--- src/rtl/ram_ctrl.sv ---
// rtl/ram_ctrl.sv - Single-port synchronous RAM with request/ready handshake, wait states and post-reset clear
module ram_ctrl #(
    parameter int DATA_W       = 8,
    parameter int ADDR_W       = 8,
    parameter int DEPTH        = 256,
    parameter int WAIT_STATES  = 1,
    parameter int CLEAR_ON_RST = 1
) (
    input  logic              clk,
    input  logic              rst,
    input  logic              en,
    input  logic              read,
    input  logic              write,
    input  logic [ADDR_W-1:0] addr,
    input  logic [DATA_W-1:0] wdata,
    output logic [DATA_W-1:0] rdata,
    output logic              ready,
    output logic              busy,
    output logic              init_done,
    output logic              err
);

    typedef enum logic [1:0] {
        ST_CLEAR  = 2'd0,
        ST_IDLE   = 2'd1,
        ST_ACCESS = 2'd2
    } state_t;

    localparam logic [ADDR_W:0]   DEPTH_L   = (ADDR_W + 1)'(DEPTH);
    localparam logic [ADDR_W-1:0] LAST_PTR  = ADDR_W'(DEPTH - 1);
    localparam logic [3:0]        WAIT_INIT = 4'(WAIT_STATES);
    localparam state_t            RST_STATE = (CLEAR_ON_RST != 0) ? ST_CLEAR : ST_IDLE;

    logic [DATA_W-1:0] mem [DEPTH];

    state_t            state_q;
    state_t            state_d;
    logic [ADDR_W-1:0] ptr_q;
    logic [3:0]        wcnt_q;
    logic [ADDR_W-1:0] addr_q;
    logic [DATA_W-1:0] wdata_q;
    logic              wr_q;
    logic [DATA_W-1:0] rdata_q;
    logic              ready_q;
    logic              err_q;

    logic addr_ok;
    logic req_ok;
    logic req_bad;
    logic access_now;

    // A request is only evaluated in IDLE; in CLEAR and ACCESS the inputs are ignored.
    assign addr_ok    = {1'b0, addr} < DEPTH_L;
    assign req_ok     = en & (read ^ write) & addr_ok;
    assign req_bad    = en & (read | write) & ~req_ok;
    assign access_now = (state_q == ST_ACCESS) && (wcnt_q == 4'd0);

    always_ff @(posedge clk) begin
        if (rst) begin
            state_q <= RST_STATE;
        end else begin
            state_q <= state_d;
        end
    end

    always_comb begin
        state_d = state_q;
        case (state_q)
            ST_CLEAR: begin
                if (ptr_q == LAST_PTR) begin
                    state_d = ST_IDLE;
                end
            end
            ST_IDLE: begin
                if (req_ok) begin
                    state_d = ST_ACCESS;
                end
            end
            ST_ACCESS: begin
                if (wcnt_q == 4'd0) begin
                    state_d = ST_IDLE;
                end
            end
            default: state_d = ST_IDLE;
        endcase
    end

    always_comb begin
        busy      = 1'b0;
        init_done = 1'b1;
        case (state_q)
            ST_CLEAR: begin
                busy      = 1'b1;
                init_done = 1'b0;
            end
            ST_ACCESS: busy = 1'b1;
            default: begin
                busy      = 1'b0;
                init_done = 1'b1;
            end
        endcase
    end

    always_ff @(posedge clk) begin
        if (rst) begin
            ptr_q   <= '0;
            wcnt_q  <= 4'd0;
            addr_q  <= '0;
            wdata_q <= '0;
            wr_q    <= 1'b0;
            rdata_q <= '0;
            ready_q <= 1'b0;
            err_q   <= 1'b0;
        end else begin
            ready_q <= 1'b0;
            err_q   <= 1'b0;
            case (state_q)
                ST_CLEAR: ptr_q <= ptr_q + 1'b1;
                ST_IDLE: begin
                    if (req_ok) begin
                        addr_q  <= addr;
                        wdata_q <= wdata;
                        wr_q    <= write;
                        wcnt_q  <= WAIT_INIT;
                    end else if (req_bad) begin
                        err_q <= 1'b1;
                    end
                end
                ST_ACCESS: begin
                    if (wcnt_q != 4'd0) begin
                        wcnt_q <= wcnt_q - 4'd1;
                    end else begin
                        ready_q <= 1'b1;
                        if (!wr_q) begin
                            rdata_q <= mem[addr_q];
                        end
                    end
                end
                default: ;
            endcase
        end
    end

    // Storage has no reset so it maps onto RAM; gating on rst drops an aborted write.
    always_ff @(posedge clk) begin
        if (!rst) begin
            if (state_q == ST_CLEAR) begin
                mem[ptr_q] <= '0;
            end else if (access_now && wr_q) begin
                mem[addr_q] <= wdata_q;
            end
        end
    end

    assign rdata = rdata_q;
    assign ready = ready_q;
    assign err   = err_q;

endmodule

--- config.mk ---
export PLATFORM = sky130hd
export DESIGN_NAME = ram_ctrl
export DESIGN_NICKNAME = d
export VERILOG_FILES = /design/src/rtl/ram_ctrl.sv
export SDC_FILE = /design/constraint.sdc
export NUM_CORES = 2
export LEC_CHECK = 0
export CORE_UTILIZATION = 55
export DETAILED_ROUTE_END_ITERATION = 12
export PLACE_DENSITY = 0.74
export SYNTH_ARGS = -nofsm -noshare
export SYNTH_HDL_FRONTEND = slang
export SYNTH_SLANG_ARGS = --single-unit
--- constraint.sdc ---
create_clock -name clk -period 8.1 [get_ports clk]
set_input_delay 1.62 -clock clk [delete_from_list [all_inputs] [get_ports clk]]
set_output_delay 1.62 -clock clk [all_outputs]
set_load 0.05 [all_outputs]
# --- Word-level counts from Yosys, hierarchy flattened ---
# Memories as Yosys holds them, arrays and structs flattened. A register that Yosys moved wholly into a read port is not among the register bits.
# Cells that the tools add are included.
totals:
  ff_bits: 33
  mem_bits_rw: 2048
  elab_cells: 63
  memories: 1
mem_list:
  columns: ["name", "words", "width", "rd", "rd_clocked_by_memory_dff", "write_ports", "line_no", "text"]
  rows:
  - ["mem", 256, 8, 1, 1, 1, "34", "logic [DATA_W-1:0] mem [DEPTH];"]
op_classes:
  addsub: 2
  n_eq_ne: 7
  n_mux: 21
  bitwise: 10
  reduce_logical: 14
ops:
  columns: ["operator", "n"]
  rows:
  - ["$mux W8", 2]
  - ["$mux W1", 12]
  - ["$reduce_and A3 Y1", 3]
  - ["$add A8 B1 Y8 const B", 1]
  - ["$eq A8 B8 Y1 const B", 1]
  - ["$mux W4", 2]
  - ["$pmux W4 S2", 1]
  - ["$reduce_or A8 Y1", 1]
  - ["$mux W2", 3]
  - ["$pmux W2 S3", 1]
  - ["$not A1 Y1", 5]
  - ["$logic_not A4 Y1", 1]
  - ["$ne A2 B1 Y1 const B", 2]
  - ["$ne A2 B2 Y1 const B", 2]
  - ["$reduce_bool A4 Y1", 1]
  - ["$reduce_or A2 Y1", 2]
  - ["$sub A4 B1 Y4 const B", 1]
  - ["$and A1 B1 Y1", 3]
  - ["$reduce_or A3 Y1", 1]
  - ["$eq A2 B1 Y1 const B", 1]
  - ["$eq A2 B2 Y1 const B", 1]
  - ["$logic_and A1 B1 Y1", 2]
  - ["$logic_not A2 Y1", 1]
  - ["$reduce_and A2 Y1", 1]
  - ["3 further kinds", 3]

# --- Longest topological paths before layout ---
logic_depth:
  ltp_word: 9
  mapped_depth: 13

# --- Worst setup path before layout ---
# OpenSTA, ideal clock, no wires.
synth_timing:
  path_type: "input to register"
  start: "input rst"
  end: "memory mem[0][0], data pin"
  setup_ps: 870
  t_arrival_ps: 5587
  required_ps: 7230
  path_slack_ps: 1643
  stages: 5
  path_cell_list: "clkbuf_1 > inv_1 > and4_1 > clkbuf_1 > and2_1"
synth_via:
  elab_chain_len: 4
synth_lines:
  columns: ["element", "line_no", "text"]
  rows:
  - ["start, declared", "10", "input logic rst,"]
  - ["$mux W1", "146", "if (!rst) begin"]
  - ["$mux W1 (not written as such)", "150", "mem[addr_q] <= wdata_q;"]
  - ["$reduce_or A8 Y1 (no line)", null, null]
  - ["$mux W8 (no line)", null, null]
  - ["end, declared", "34", null]
# Every way passes these cells.

# --- Final worst setup path ---
layout_timing:
  start: "input rst"
  end: "memory mem[189][4] (enable)"
layout_via:
  elab_chain_len: 4
  word_cells_on_any_way: 7
layout_lines:
  columns: ["element", "line_no"]
  rows:
  - ["$mux W1", "146"]
  - ["$mux W1 (not written as such)", "150"]
  - ["$reduce_or A8 Y1 (no line)", null]
  - ["$mux W8 (no line) or $mux W1 (tied branches)", null]
# Parallel ways exist; a longest one is shown, timed or not.

==> flow_summary.toml <==
[clocking]
cts_setup_buffers = 0
cts.hold.buffers_added = 0
cts_inserted_buffers = 196
clock_path_buffers = 3
clkLatencyLatePin_ps = 850
cts_max_level = 4
cts_resized = 0
clkSinkCount = 2089
cts_tree = "built"
path_clk_slew_ps = 60
ctsRootBufferMaster = "clkbuf_16"

[synth]
synthFlopType = "edfxtp_1"
synth-seq-cells = 2089
ys_seq_area_share_pct = 76.0
synth_edf_count = 2048
synth_area_leaders = "edfxtp_1 (75%), mux4_2 (11%), mux2i_1 (2.4%)"
yosys.area.top_type_share_pct = 75.0
async_reset_ff_share_pct = 0
synthesis.instances = 4065
yosysUniqueCellTypes = 73
syn-num-nets = 4089
yosysTopAreaCell = "edfxtp_1"
avgSynthCellArea_um2 = 20.2
syn_area_um2 = 82000
yosysWarnings = 0

[setup_path]
rr_endpoint = "mem[189][4]$_DFFE_PP_"
critical_path.startpoint_type = "input port"
reg2reg_depth = 6
path_class = "input port to flop"
path_max_fanout = 35
worst-r2r-setup-slack_ps = 2720
reg2reg_from = "state_q[0]$_SDFFE_PP0P_"
setup.worst_path.end_class = "flop"
worstPathRequired_ps = 8570
crit_start = "rst"
cp_data_arrival_time_ps = 6430
timing.critical_path.to = "mem[189][4]$_DFFE_PP_"

[timing]
timing.final.crit_share_pct = 73.7
final.setup.tns_ps = 0
fin_ws_ps = 2130
clock_skew_ps = 47.0
rsz0062_at_grt = "no"
fmax_ghz = 0.168
slew_viol_final = 0
period_minus_slack_ps = 5970
hold_viol = 0
worst_slew_pin_slew_ps = 1190
slew_headroom_pct = 18.6
final-setup-viol-count = 0
whs_ps = 456

[floorplan]
ios = 33
coreArea_um2 = 148000
start_util_pct = 55.5
die_h_um = 388
die_x_um = 388
die_area_um2 = 151000
num_rows = 141

[global_routing]
grt_pass1_wl_um = 306000
grt_max_degree = 168
antenna_found_initial = 8
first_global_vias = 41512
grt_remaining_overflow = 0
track_usage_pct = 28.7

[layout]
area_growth_syn_to_layout_pct = 10.6
final_common_cell = "edfxtp_1"
post_route_cells_drive_above_1_share_pct = 20.6
nFillCells = 9890
final_cell_mix = "edfxtp_1 (2048), mux4_2 (415), nor2_1 (336)"
finalNetCount = 4175

[placed_design]
dp_slack_ps = 1490
port_buffers = 32
place.gp.congestion = 0.977
dpl.hpwl_um = 131000

[routing]
drtPass1Iterations = 6
drt_iter0_drc = 6668
route.detailed.drc = 0
wl_um = 215000
vias = 42637
viasPerCell = 6.82
antenna_left = 0
post_drt_wl_per_cell_um = 34.4

[power]
cellPowerDensity_nw_per_um2 = 235
p_leak_nw = 23.9
ir_drop_mv = 0.207

[flow_run]
maxCapViolCount = 0

[hold_path]
hold_class = "flop to flop"

[outcome]
status = "finished, final reports clean"
where the power goes:
part | leakage (nW) | switching, mW | internal (mW) | total, mW
registers | 16.2 | 0.00642 | 11.7 | 11.7
clock network | 3.26 | 4.06 | 5.52 | 9.58
logic | 4.45 | 0.0521 | 0.0229 | 0.0751
metal layers:
layer | global-route usage, % | routed length [um]
met2 | 42.1 | 97200
met5 | 0 | 121
met3 | 8.63 | 29400
met4 | 13.1 | 10500
met1 | 40.1 | 78100
synth_stat cells (5+ instances only):
master     count
nand3b_1      15
a32oi_1        8
a22oi_1       10
nor2_1       336
buf_6         36
o22ai_1       73
nand3_1       46
nor4_1        21
edfxtp_1    2048
mux2i_1      199
a221oi_1      21
buf_1          7
o32ai_1        6
a22o_1         8
a31oi_1       16
mux4_1        23
dfxtp_1       41
or4_1          6
nor2b_1        5
or3_1          6
buf_2         75
buf_8         20
o21ai_0       27
nand4_1       10
and2_1        18
buf_12         9
nand2b_1       7
buf_4         20
o2111ai_1      9
clkbuf_1      74
inv_1          9
a2111oi_2      5
nand2_1      194
o22a_1         5
xor2_1         6
nor3_1        12
o31ai_1       16
a211oi_1       6
mux2_2        32
a21oi_1       48
mux4_2       415
o221ai_1      47
a2111oi_0     18
critical path, cell delays in order:
cell,delay (ps)
clkdlybuf4s50_1,400
buf_4,250
inv_1,150
nand4_1,640
o21ai_1,940
nand3_1,1200
buf_4,600
nor2_1,610
registers in the layout, indices dropped and copies added, names as in the netlist:
signal,cells
addr_q,8
err,1
mem,2048
ptr_q,8
rdata,8
ready,1
state_q,2
wcnt_q,4
wdata_q,8
wr_q,1
per-stage QoR:
stage               power (mW)  util [%]  instance area, um^2  cells
finish                    21.3      61.4                90700   6255
global route              21.8      61.4                90700   6252
CTS                       21.4      61.4                90700   6252
detailed placement        12.0      56.8                84000   5883
global placement          12.0      56.8                84000   5883
floorplan                 12.0         -                82000   4065
worst min-delay path by stage:
stage | from | cells past startpoint | end | slack (ps)
4_1_cts | wdata_q[6]$_SDFFE_PP0P_ | 2 | wdata_q[6]$_SDFFE_PP0P_ | 460
3_5_place_dp | wdata_q[6]$_SDFFE_PP0P_ | 2 | wdata_q[6]$_SDFFE_PP0P_ | 450
3_3_place_gp | wdata_q[0]$_SDFFE_PP0P_ | 2 | wdata_q[0]$_SDFFE_PP0P_ | 440
6_report | wdata_q[6]$_SDFFE_PP0P_ | 2 | wdata_q[6]$_SDFFE_PP0P_ | 460
5_1_grt | wdata_q[7]$_SDFFE_PP0P_ | 2 | wdata_q[7]$_SDFFE_PP0P_ | 480
2_1_floorplan | wdata_q[0]$_SDFFE_PP0P_ | 2 | wdata_q[0]$_SDFFE_PP0P_ | 430
cell families (layout without fill, tap and decap cells):
| group | after synthesis | count (layout) | synth area share (%) |
|---|---|---|---|
| AND/OR/NAND/NOR | 698 | 698 | 3.71 |
| AO/OA/AOI/OAI | 343 | 343 | 3.03 |
| XOR/XNOR | 9 | 9 | 0.0961 |
| multiplexers | 669 | 669 | 15.0 |
| buffers and inverters | 254 | 511 | 2.17 |
| flip-flops | 2089 | 2089 | 76.0 |
| other | 0 | 3 | 0 |
| adder cells (fa/ha/maj) | 3 | 3 | 0.0458 |
final cells by class:
cell class	count	area [um^2]	share of cell area, %
flip-flops and latches	2089	62300	68.7
multi-input cells	1722	18000	19.8
clock buffers	237	5250	5.78
well taps	1930	2410	2.66
clock inverters	132	1470	1.62
repair buffers	131	1230	1.35
inverters	11	46.3	0.0510
diodes	3	7.51	0.00827
Power figures use the tool's default switching activity.
